$ cat src/rtl/deser_frame_arbiter.sv
// Frame-granular round-robin arbiter in front of a shared Deserializer.
//
// A channel that wins arbitration owns the Deserializer input until exactly
// N_SAMPLES samples have been accepted. All inputs are then held off until the
// assembled frame is consumed downstream (frame_fire), and the frame is tagged
// with its source channel on out_chan.
//
// Ports:
//   clk, reset   - clock, synchronous active-high reset
//   recv_val/rdy - per-channel sample handshake (upstream front ends)
//   recv_msg     - per-channel sample payload (unpacked array)
//   deser_val    - to Deserializer recv_val
//   deser_rdy    - from Deserializer recv_rdy
//   deser_msg    - to Deserializer recv_msg
//   frame_fire   - Deserializer send_val && send_rdy
//   chan_val     - out_chan identifies the current frame owner
//   out_chan     - owner of the frame being built or drained
//   frame_count  - completed frames, wraps at 2^16
module deser_frame_arbiter #(
    parameter int unsigned N_CHANNELS = 4,
    parameter int unsigned N_SAMPLES  = 8,
    parameter int unsigned BIT_WIDTH  = 32,
    localparam int unsigned CHAN_W    = (N_CHANNELS > 1) ? $clog2(N_CHANNELS) : 1,
    localparam int unsigned CNT_W     = $clog2(N_SAMPLES + 1)
) (
    input  logic                 clk,
    input  logic                 reset,
    input  logic [N_CHANNELS-1:0] recv_val,
    output logic [N_CHANNELS-1:0] recv_rdy,
    input  logic [BIT_WIDTH-1:0] recv_msg [N_CHANNELS],
    output logic                 deser_val,
    input  logic                 deser_rdy,
    output logic [BIT_WIDTH-1:0] deser_msg,
    input  logic                 frame_fire,
    output logic                 chan_val,
    output logic [CHAN_W-1:0]    out_chan,
    output logic [15:0]          frame_count
);

    typedef enum logic [1:0] {StIdle, StStream, StDrain} state_e;

    state_e            state_q, state_d;
    logic [CHAN_W-1:0] grant_q, grant_d;
    logic [CHAN_W-1:0] ptr_q, ptr_d;
    logic [CNT_W-1:0]  count_q, count_d;
    logic [15:0]       frame_count_q, frame_count_d;

    logic [CHAN_W-1:0] winner;
    logic              win_found;
    logic [CHAN_W-1:0] cand;
    int unsigned       idx;
    logic              fire;

    // Round-robin search starting at ptr; the first requester found wins.
    always_comb begin
        winner    = '0;
        win_found = 1'b0;
        idx       = 0;
        cand      = '0;
        for (int unsigned i = 0; i < N_CHANNELS; i++) begin
            idx  = (32'(ptr_q) + i) % N_CHANNELS;
            cand = CHAN_W'(idx);
            if (!win_found && recv_val[cand]) begin
                winner    = cand;
                win_found = 1'b1;
            end
        end
    end

    // Sample accepted by the Deserializer; only meaningful while streaming.
    assign fire = (state_q == StStream) && recv_val[grant_q] && deser_rdy;

    always_comb begin
        state_d       = state_q;
        grant_d       = grant_q;
        ptr_d         = ptr_q;
        count_d       = count_q;
        frame_count_d = frame_count_q;
        recv_rdy      = '0;
        deser_val     = 1'b0;
        deser_msg     = '0;
        chan_val      = 1'b0;
        out_chan      = '0;

        unique case (state_q)
            StIdle: begin
                if (win_found) begin
                    grant_d = winner;
                    count_d = '0;
                    state_d = StStream;
                end
            end
            StStream: begin
                deser_val          = recv_val[grant_q];
                deser_msg          = recv_msg[grant_q];
                // Ready depends only on deser_rdy, never on recv_val.
                recv_rdy[grant_q]  = deser_rdy;
                chan_val           = 1'b1;
                out_chan           = grant_q;
                if (fire) begin
                    if (count_q == CNT_W'(N_SAMPLES - 1)) begin
                        count_d = '0;
                        state_d = StDrain;
                    end else begin
                        count_d = count_q + 1'b1;
                    end
                end
            end
            StDrain: begin
                chan_val = 1'b1;
                out_chan = grant_q;
                if (frame_fire) begin
                    ptr_d         = (grant_q == CHAN_W'(N_CHANNELS - 1)) ? '0 : grant_q + 1'b1;
                    frame_count_d = frame_count_q + 16'd1;
                    state_d       = StIdle;
                end
            end
            default: state_d = StIdle;
        endcase
    end

    always_ff @(posedge clk) begin
        if (reset) begin
            state_q       <= StIdle;
            grant_q       <= '0;
            ptr_q         <= '0;
            count_q       <= '0;
            frame_count_q <= '0;
        end else begin
            state_q       <= state_d;
            grant_q       <= grant_d;
            ptr_q         <= ptr_d;
            count_q       <= count_d;
            frame_count_q <= frame_count_d;
        end
    end

    assign frame_count = frame_count_q;

endmodule

$ cat config.mk
export PLATFORM = sky130hd
export DESIGN_NAME = deser_frame_arbiter
export DESIGN_NICKNAME = d
export VERILOG_FILES = /design/src/rtl/deser_frame_arbiter.sv
export SDC_FILE = /design/constraint.sdc
export NUM_CORES = 1
export LEC_CHECK = 0
export CAP_MARGIN = 20
export CORE_UTILIZATION = 35
export DETAILED_ROUTE_END_ITERATION = 10
export PLACE_DENSITY = 0.84
export SLEW_MARGIN = 20
export SYNTH_ARGS = -nofsm -noshare
export SYNTH_HDL_FRONTEND = slang
export SYNTH_SLANG_ARGS = --single-unit
export TNS_END_PERCENT = 10
$ cat constraint.sdc
create_clock -name clk -period 5.95 [get_ports clk]
set_clock_uncertainty 0.2 [all_clocks]
set_input_delay 1.19 -clock clk [delete_from_list [all_inputs] [get_ports clk]]
set_output_delay 1.19 -clock clk [all_outputs]
set_load 0.02 [all_outputs]
==> run summary, run 1 <==
Leakage Power: 1.55 nW
Max H-tree Level: 1
Yosys warnings: 0
Most frequent cell after synthesis: and2_1
Fmax: 0.228 GHz
Required time of the critical path: 4.56 ns
Worst setup SP type: primary input
Clock slew at reported path FFs: 0.08 ns
Post-synth top cells: 37 x and2_1, 33 x mux4_2, 26 x dfxtp_1, 16 x nor2_1, 14 x nand2_1
Pre-CTS setup slack: 1.58 ns
Die area: 7440 um^2
Drt wl/cell: 17.6 um
Largest delay contributor family on the critical path: buffers and inverters
Combinational power share: 68.4%
Die Ht: 86.2 um
Switching part of the total power: 39.2%
Crit-path cells: clkdlybuf4s50_1, mux4_2, and2_1, clkdlybuf4s50_1
Share of the synthesized area in the top cell type: 29.9%
Vias per cell: 5.31
PnR worst setup slack: 1.57 ns
CTS tree: yes
CTS root buf: clkbuf_8
Post-CTS Hold Buffers: 0
Power Internal: 0.000626 W
Gates resized, CTS repair: 0
Area contributors post-synth: mux4_2 30%, dfxtp_1 21%, and2_1 9.3%, ha_1 5.0%, a21oi_1 2.6%
Setup TNS: 0 ns
Vias in the first global route: 2745
Max incr delay on CP: 0.56 ns
DR vias: 2806
DR iter-0 viols: 74
Initial antenna violation count: 0
Relative slew margins: 33.0%
Final WL: 9.32 mm
Worst path buffer plus inverter count: 2
Worst-Margin Slew: 1.00 ns
Port Buffer Count: 191
Synthesized area per cell: 9.82 um^2
Library cells used by synthesis: 47
Slowest-stage cell, CP: clkdlybuf4s50_1
Largest net degree at the start of global routing: 39
Crit path kind: primary input to output port
Power per Cell Area: 229 nW/um^2
Antenna-violating nets left: 0
Sequential Power Share: 22.1%
Number of I/O pins: 192
Psw: 0.000403 W
Post-synth EDFFs: 0
Layout cells sized above 1: 10.6%
Most common flop cell mapped by yosys: dfxtp_1
Final min period: 4.38 ns
Sink Count: 26
Core Rows: 30
Core area: 6830 um^2
Netlist Area Pre-Place: 2480 um^2
Post-synthesis sequential area ratio: 21.0%
Worst path most repeated cell: clkdlybuf4s50_1
Post-CTS Setup Bufs: 0
Global-route wire length before repair: 14.2 mm
GRT overflow: 0
VDD IR max: 147 uV
Setup violators final: 0
Gate Count Post-Synth: 253
Fin. Hold Viols: 0
Initial Util: 36.4%
Status: finished clean
Final net count: 580
Unrepaired setup endpoints after global routing: no
FFs w/ async S/R, synth: 0%
Total track usage: 24.7%
Clock network power share: 9.5%
Clk_lat worst skew: 0.27 ns
Gpl congestion: 0.840
Critical Path AT: 2.99 ns
DRC: 0
Num CTS Buffers: 3
Register bit count reported by yosys: 26
Antenna cells: 0
Placed wire-length estimate: 7.58 mm
CP Capture Type: output port
Chip width: 86.2 um
Clk buf depth: 2
1st-pass router iterations: 4
Area leader, netlist: mux4_2
Max-Cap Viols: 0
Critical path peak fanout: 7
Area Overhead vs Synth: 81.2%
Slew Limit Fails: 0
Path type of the worst min-delay path: flip-flop to flip-flop
Synth Net Count: 399
Tcrit/Tclk final: 73.6%
## per-layer routing
metal | vias up | GRT usage, % | routed length (um)
met2 | 148 | 44.2 | 4600
met3 | 28 | 4.95 | 726
li1 | 1307 | - | -
met5 | - | 0 | 0
met1 | 1323 | 28.6 | 3600
met4 | 0 | 10.9 | 384
## layout make-up
type,instances,area [um^2]
clock buffers,3,41.3
fillers,562,2330
inverters,10,37.5
multi-input cells,200,1850
flip-flops and latches,26,523
well taps,96,120
repair buffers,193,1930
## cell families after synthesis
family | share of synthesized area (%)
muxes | 31.2
adders and majority gates | 5.04
and+or+nand+nor | 25.3
AOI/OAI and AO/OA | 9.47
buffers and inverters | 4.48
xor gates and xnor gates | 3.53
DFF | 21.0
## through the flow
stage	util (%)	total power [W]	cell area [um^2]	cells	hold WS (ns)
2_1_floorplan	-	0.000622	2480	253	0.232
3_3_place_gp	65.3	0.000925	4460	525	0.245
3_5_place_dp	65.3	0.000937	4460	525	0.263
4_1_cts	65.9	0.00104	4500	528	0.275
5_1_grt	65.9	0.00110	4500	528	0.291
6_report	65.9	0.00103	4500	528	0.269
## sequential cells by signal, indices dropped and copies added (netlist names)
register and cells:
state_q 2, count_q 4, frame_count 16, ptr_q 2, grant_q 2
## worst register-to-register path, stage by stage, from the launching register on
cell	delay, ns
dfxtp_2	0.94
mux4_2	0.41
nor4b_2	0.36
mux2_2	0.38
a21oi_1	0.11
## final timing paths
kind / slack [ns] / end / from / cells past startpoint
max: 1.57 / deser_val / recv_val[0] / 4
max reg2reg: 3.47 / state_q[0] / grant_q[1] / 4
min: 0.27 / count_q[3] / count_q[3] / 1
min reg2reg: 0.27 / count_q[3] / count_q[3] / 1
## power groups by stage
stage / sequential (W) / combinational [W] / clock, W
after floorplan: 0.000204 / 0.000418 / 0
after global placement: 0.000231 / 0.000694 / 0
final: 0.000227 / 0.000704 / 0.0000980
after global routing: 0.000232 / 0.000756 / 0.000109
after CTS: 0.000228 / 0.000707 / 0.000103
after detailed placement: 0.000232 / 0.000705 / 0
## placed cells by master (no fill, tap or decap), drive strengths merged, types with 3 or more instances in the layout
cell	count
nor4	3
nand2	14
or4	7
and2	37
xnor2	7
clkbuf	3
nor3	3
a31oi	4
nor2b	4
nand3	4
or3	3
nor2	16
mux4	33
dfxtp	26
clkdlybuf4s50	191
nand2b	4
xor2	3
o21ai	4
ha	10
o31ai	3
nand4	3
inv	10
a21oi	13
and3	4
Note: power is estimated with default switching activity, not from simulation.
==> inputs of run 2 (changes only) <==
--- a/config.mk
+++ b/config.mk
@@ -6,9 +6,9 @@
 export NUM_CORES = 1
 export LEC_CHECK = 0
 export CAP_MARGIN = 20
-export CORE_UTILIZATION = 35
+export CORE_UTILIZATION = 31
 export DETAILED_ROUTE_END_ITERATION = 10
-export PLACE_DENSITY = 0.84
+export PLACE_DENSITY = 0.78
 export SLEW_MARGIN = 20
 export SYNTH_ARGS = -nofsm -noshare
 export SYNTH_HDL_FRONTEND = slang
==> constraint.sdc (replaced) <==
create_clock -name clk -period 3.51 [get_ports clk]
set_clock_uncertainty 0.2 [all_clocks]
set_input_delay 0.702 -clock clk [delete_from_list [all_inputs] [get_ports clk]]
set_output_delay 0.702 -clock clk [all_outputs]
set_load 0.02 [all_outputs]
==> run summary, run 2 (synthesis results as in run 1) <==
Met2 WL: 4.69 mm
Layout cells sized above 1: 12.0%
Largest net degree at the start of global routing: 34
Clock slew at reported path FFs: 0.10 ns
DP Area: 4560 um^2
Crit path capture: deser_val
Required time of the critical path: 2.61 ns
FILL cells: 659
Port Buffer Count: 191
Crit path kind: primary input to output port
Worst path most repeated cell: clkdlybuf4s50_1
Sink Count: 26
Reg2reg start: state_q[0]
Max reg flops: 16
Area Overhead vs Synth: 86.3%
Fmax: 0.303 GHz
Gpl congestion: 0.829
Vias per cell: 5.13
CTS tree: yes
Multi-input gate area: 1850 um^2
Critical path depth in cells: 4
GRT overflow: 0
Cells on worst reg2reg path: 6
Core area: 7730 um^2
Global-route wire length before repair: 14.7 mm
DR vias: 2782
Drt wl/cell: 17.1 um
Status: finished clean
Fin. Hold Viols: 0
VDD IR max: 193 uV
Leading cell type in the layout, fill and taps excluded: clkdlybuf4s50_1
PnR Total Power: 0.00189 W
Worst setup SP type: primary input
Initial Util: 32.1%
Chip width: 91.5 um
Crit-path cells: clkdlybuf4s50_1, mux4_2, and2_1, clkdlybuf4s50_1
Post-CTS Hold Buffers: 0
Unrepaired setup endpoints after global routing: no
Setup violators final: 0
Setup TNS: 0 ns
Vias in the first global route: 2821
CTS root buf: clkbuf_8
Critical path peak fanout: 4
Number of I/O pins: 192
Wl on met1: 3.81 mm
Num CTS Buffers: 3
Final net count: 587
Path type of the worst min-delay path: flip-flop to flip-flop
Max-Cap Viols: 0
PnR worst setup slack: 0.211 ns
Worst Hold Path Cells: 1
Die Ht: 91.5 um
Antenna cells: 0
Final min period: 3.30 ns
DR iter-0 viols: 55
Worst path buffer plus inverter count: 2
Clk buf depth: 2
Max Used Layer: met4
Core Rows: 32
Most frequent cells in the layout: 191 x clkdlybuf4s50_1, 37 x and2_1, 33 x mux4_2, 25 x dfxtp_1, 16 x nor2_1
Worst-Margin Slew: 0.472 ns
Critical Path AT: 2.40 ns
Power per Cell Area: 409 nW/um^2
Slowest-stage cell, CP: mux4_2
Largest delay contributor family on the critical path: buffers and inverters
Leakage Power: 1.60 nW
Antenna-violating nets left: 0
Final core utilization: 59.9%
Clk_lat worst skew: 0.28 ns
Post-CTS Setup Bufs: 0
1st-pass router iterations: 4
Tcrit/Tclk final: 94.0%
Gates resized, CTS repair: 0
DRC: 0
Pre-CTS setup slack: 0.189 ns
Total track usage: 22.0%
Max H-tree Level: 1
Sequential cell area: 522 um^2
CP Capture Type: output port
Placed wire-length estimate: 7.63 mm
Relative slew margins: 68.4%
Final Cell Area: 4630 um^2
CP Launch Point: recv_val[2]
Flop2flop setup slack: 1.29 ns
WL met3: 581 um
Die area: 8370 um^2
Initial antenna violation count: 0
Slew Limit Fails: 0
Final WL: 9.28 mm
R2R Path End: frame_count[13]
Max incr delay on CP: 0.53 ns
-- run 2: cell type report --
type | count | share of cell area, %
repair buffers | 200 | 43.6
multi-input cells | 200 | 40.0
flip-flops and latches | 26 | 11.3
well taps | 102 | 2.76
clock buffers | 3 | 0.892
inverters | 10 | 0.811
clock inverters | 1 | 0.649
-- run 2: per-layer routing --
metal,global-route usage (%),vias to the layer above
li1,-,1325
met1,25.9,1324
met2,41.2,117
met3,3.10,16
met4,6.08,0
met5,0,-
-- run 2: worst min-delay path by stage --
| stage | startpoint | to | slack [ns] |
|---|---|---|---|
| after floorplan | count_q[3] | count_q[3] | 0.23 |
| after global placement | count_q[3] | count_q[3] | 0.25 |
| after detailed placement | count_q[3] | count_q[3] | 0.26 |
| after CTS | count_q[3] | count_q[3] | 0.28 |
| after global routing | frame_count[15] | frame_count[15] | 0.31 |
| final | count_q[3] | count_q[3] | 0.28 |
-- run 2: where the power goes --
group / switching [W] / leakage, nW / total (W) / internal [W]
combinational: 0.000587 / 1.36 / 0.00129 / 0.000698
clock: 0.000104 / 0.0357 / 0.000256 / 0.000153
sequential: 0.0000309 / 0.211 / 0.000350 / 0.000319
-- run 2: per-stage QoR --
stage / hold WS (ns) / std cells
after global routing: 0.312 / 542
after CTS: 0.278 / 542
after detailed placement: 0.259 / 538
after global placement: 0.249 / 538
after floorplan: 0.232 / 253
final: 0.284 / 542
==> inputs of run 3 (changes only) <==
--- a/config.mk
+++ b/config.mk
@@ -6,6 +6,7 @@
 export NUM_CORES = 1
 export LEC_CHECK = 0
 export CAP_MARGIN = 20
+export CORE_MARGIN = 2
 export CORE_UTILIZATION = 31
 export DETAILED_ROUTE_END_ITERATION = 10
 export PLACE_DENSITY = 0.78
==> run summary, run 3 (synthesis results as in run 1) <==
CTS tree: yes
Final net count: 589
Switching part of the total power: 38.0%
Crit path kind: flip-flop to output port
Fmax: 0.302 GHz
Core Rows: 32
Clock network power share: 13.4%
Largest delay contributor family on the critical path: buffers and inverters
Combinational power share: 68.4%
Post-CTS Hold Buffers: 0
Slew Limit Fails: 0
GRT overflow: 0
Path type of the worst min-delay path: flip-flop to flip-flop
Num CTS Buffers: 3
Status: finished clean
Max reg flops: 16
Layout cells sized above 1: 12.4%
Antenna-violating nets left: 0
Vias in the first global route: 2863
Total track usage: 21.1%
Worst path buffer plus inverter count: 3
Worst-Margin Slew: 0.709 ns
DR vias: 2821
Leading cell type in the layout, fill and taps excluded: clkdlybuf4s50_1
Sequential Power Share: 18.2%
Placed wire-length estimate: 7.91 mm
Global-route wire length before repair: 14.6 mm
Leakage Power: 1.61 nW
Setup violators final: 0
Non-filler cells, final: 544
Clk buf depth: 2
Placed Cells incl. Taps: 540
VDD IR max: 220 uV
Most frequent cells in the layout: 191 x clkdlybuf4s50_1, 37 x and2_1, 33 x mux4_2, 25 x dfxtp_1, 16 x nor2_1
Tcrit/Tclk final: 94.2%
Worst setup SP type: flip-flop
Chip width: 93.5 um
Setup TNS: 0 ns
Power Internal: 0.00116 W
Core area: 7730 um^2
Max incr delay on CP: 0.64 ns
Critical path peak fanout: 22
Die area: 8740 um^2
FILL cells: 651
PnR Total Power: 0.00187 W
DRC: 0
Max H-tree Level: 1
Area Overhead vs Synth: 85.9%
Flop2flop setup slack: 1.29 ns
Port Buffer Count: 191
Initial Util: 32.1%
Final WL: 9.56 mm
Relative slew margins: 52.7%
Final min period: 3.31 ns
Required time of the critical path: 2.61 ns
Clk_lat worst skew: 0.27 ns
Slowest-stage cell, CP: ha_1
Drt wl/cell: 17.6 um
Gates resized, CTS repair: 0
Power per Cell Area: 405 nW/um^2
Psw: 0.000711 W
Largest net degree at the start of global routing: 40
Die Ht: 93.5 um
Initial antenna violation count: 0
Number of I/O pins: 192
1st-pass router iterations: 4
Multi-input gate area: 1850 um^2
CP Capture Type: output port
Unrepaired setup endpoints after global routing: no
Vias per cell: 5.19
Antenna cells: 0
Fin. Hold Viols: 0
Gpl congestion: 0.877
Sink Count: 26
DR iter-0 viols: 52
Max-Cap Viols: 0
Post-CTS Setup Bufs: 0
Sequential cell area: 522 um^2
Critical Path AT: 2.40 ns
Crit-path cells: inv_1, ha_1, buf_4, and2_1, clkdlybuf4s50_1
CTS root buf: clkbuf_8
Clock slew at reported path FFs: 0.09 ns
## run 3: cell types whose count changed in the layout (fill, tap and decap cells not counted), sizes merged
cell  delta
buf      +2
## run 3: power groups by stage
stage	sequential, W	clock (W)	combinational, W
global placement	0.000347	0	0.00127
global route	0.000344	0.000267	0.00137
detailed placement	0.000347	0	0.00128
CTS	0.000340	0.000256	0.00129
floorplan	0.000345	0	0.000709
finish	0.000340	0.000251	0.00128
## run 3: worst reg2reg max path, cell delays in order (launching register included)
cell and delay, ns:
dfxtp_1 0.35, inv_1 0.11, ha_1 0.23, nand2_1 0.21, or2_1 0.38, or4_1 0.53, a21oi_1 0.15
## run 3: through the flow
step                      area, um^2  hold WS (ns)  utilization (%)  setup WS (ns)
after floorplan                 2480         0.232                -           1.03
after global placement          4550         0.258             58.8          0.221
after detailed placement        4550         0.263             58.8          0.202
after CTS                       4620         0.287             59.7          0.202
after global routing            4620         0.322             59.7         0.0366
final                           4620         0.287             59.7          0.203
## run 3: routing by layer
layer	share of wire (%)	vias up	global-route usage, %	wire length, um
li1	-	1330	-	-
met1	40	1336	25.3	3790
met2	49	139	37.7	4720
met3	9.0	16	4.67	857
met4	2.0	0	5.76	187
met5	0	-	0	0
## run 3: final cells by class
cell class                      instances  area share [%]
Clock buffer                            3           0.894
Clock inverter                          1           0.650
Inverter                               10           0.813
Multi-Input combinational cell        200            40.1
Sequential cell                        26            11.3
Tap cell                              102            2.76
Timing Repair Buffer                  202            43.5
## run 3: path summary, 6_finish.rpt
path | from | endpoint | cells after the start
setup / recovery | state_q[1] | deser_msg[27] | 5
hold / removal | frame_count[15] | frame_count[15] | 2
setup reg to reg | state_q[0] | frame_count[13] | 6
hold reg to reg | frame_count[15] | frame_count[15] | 2
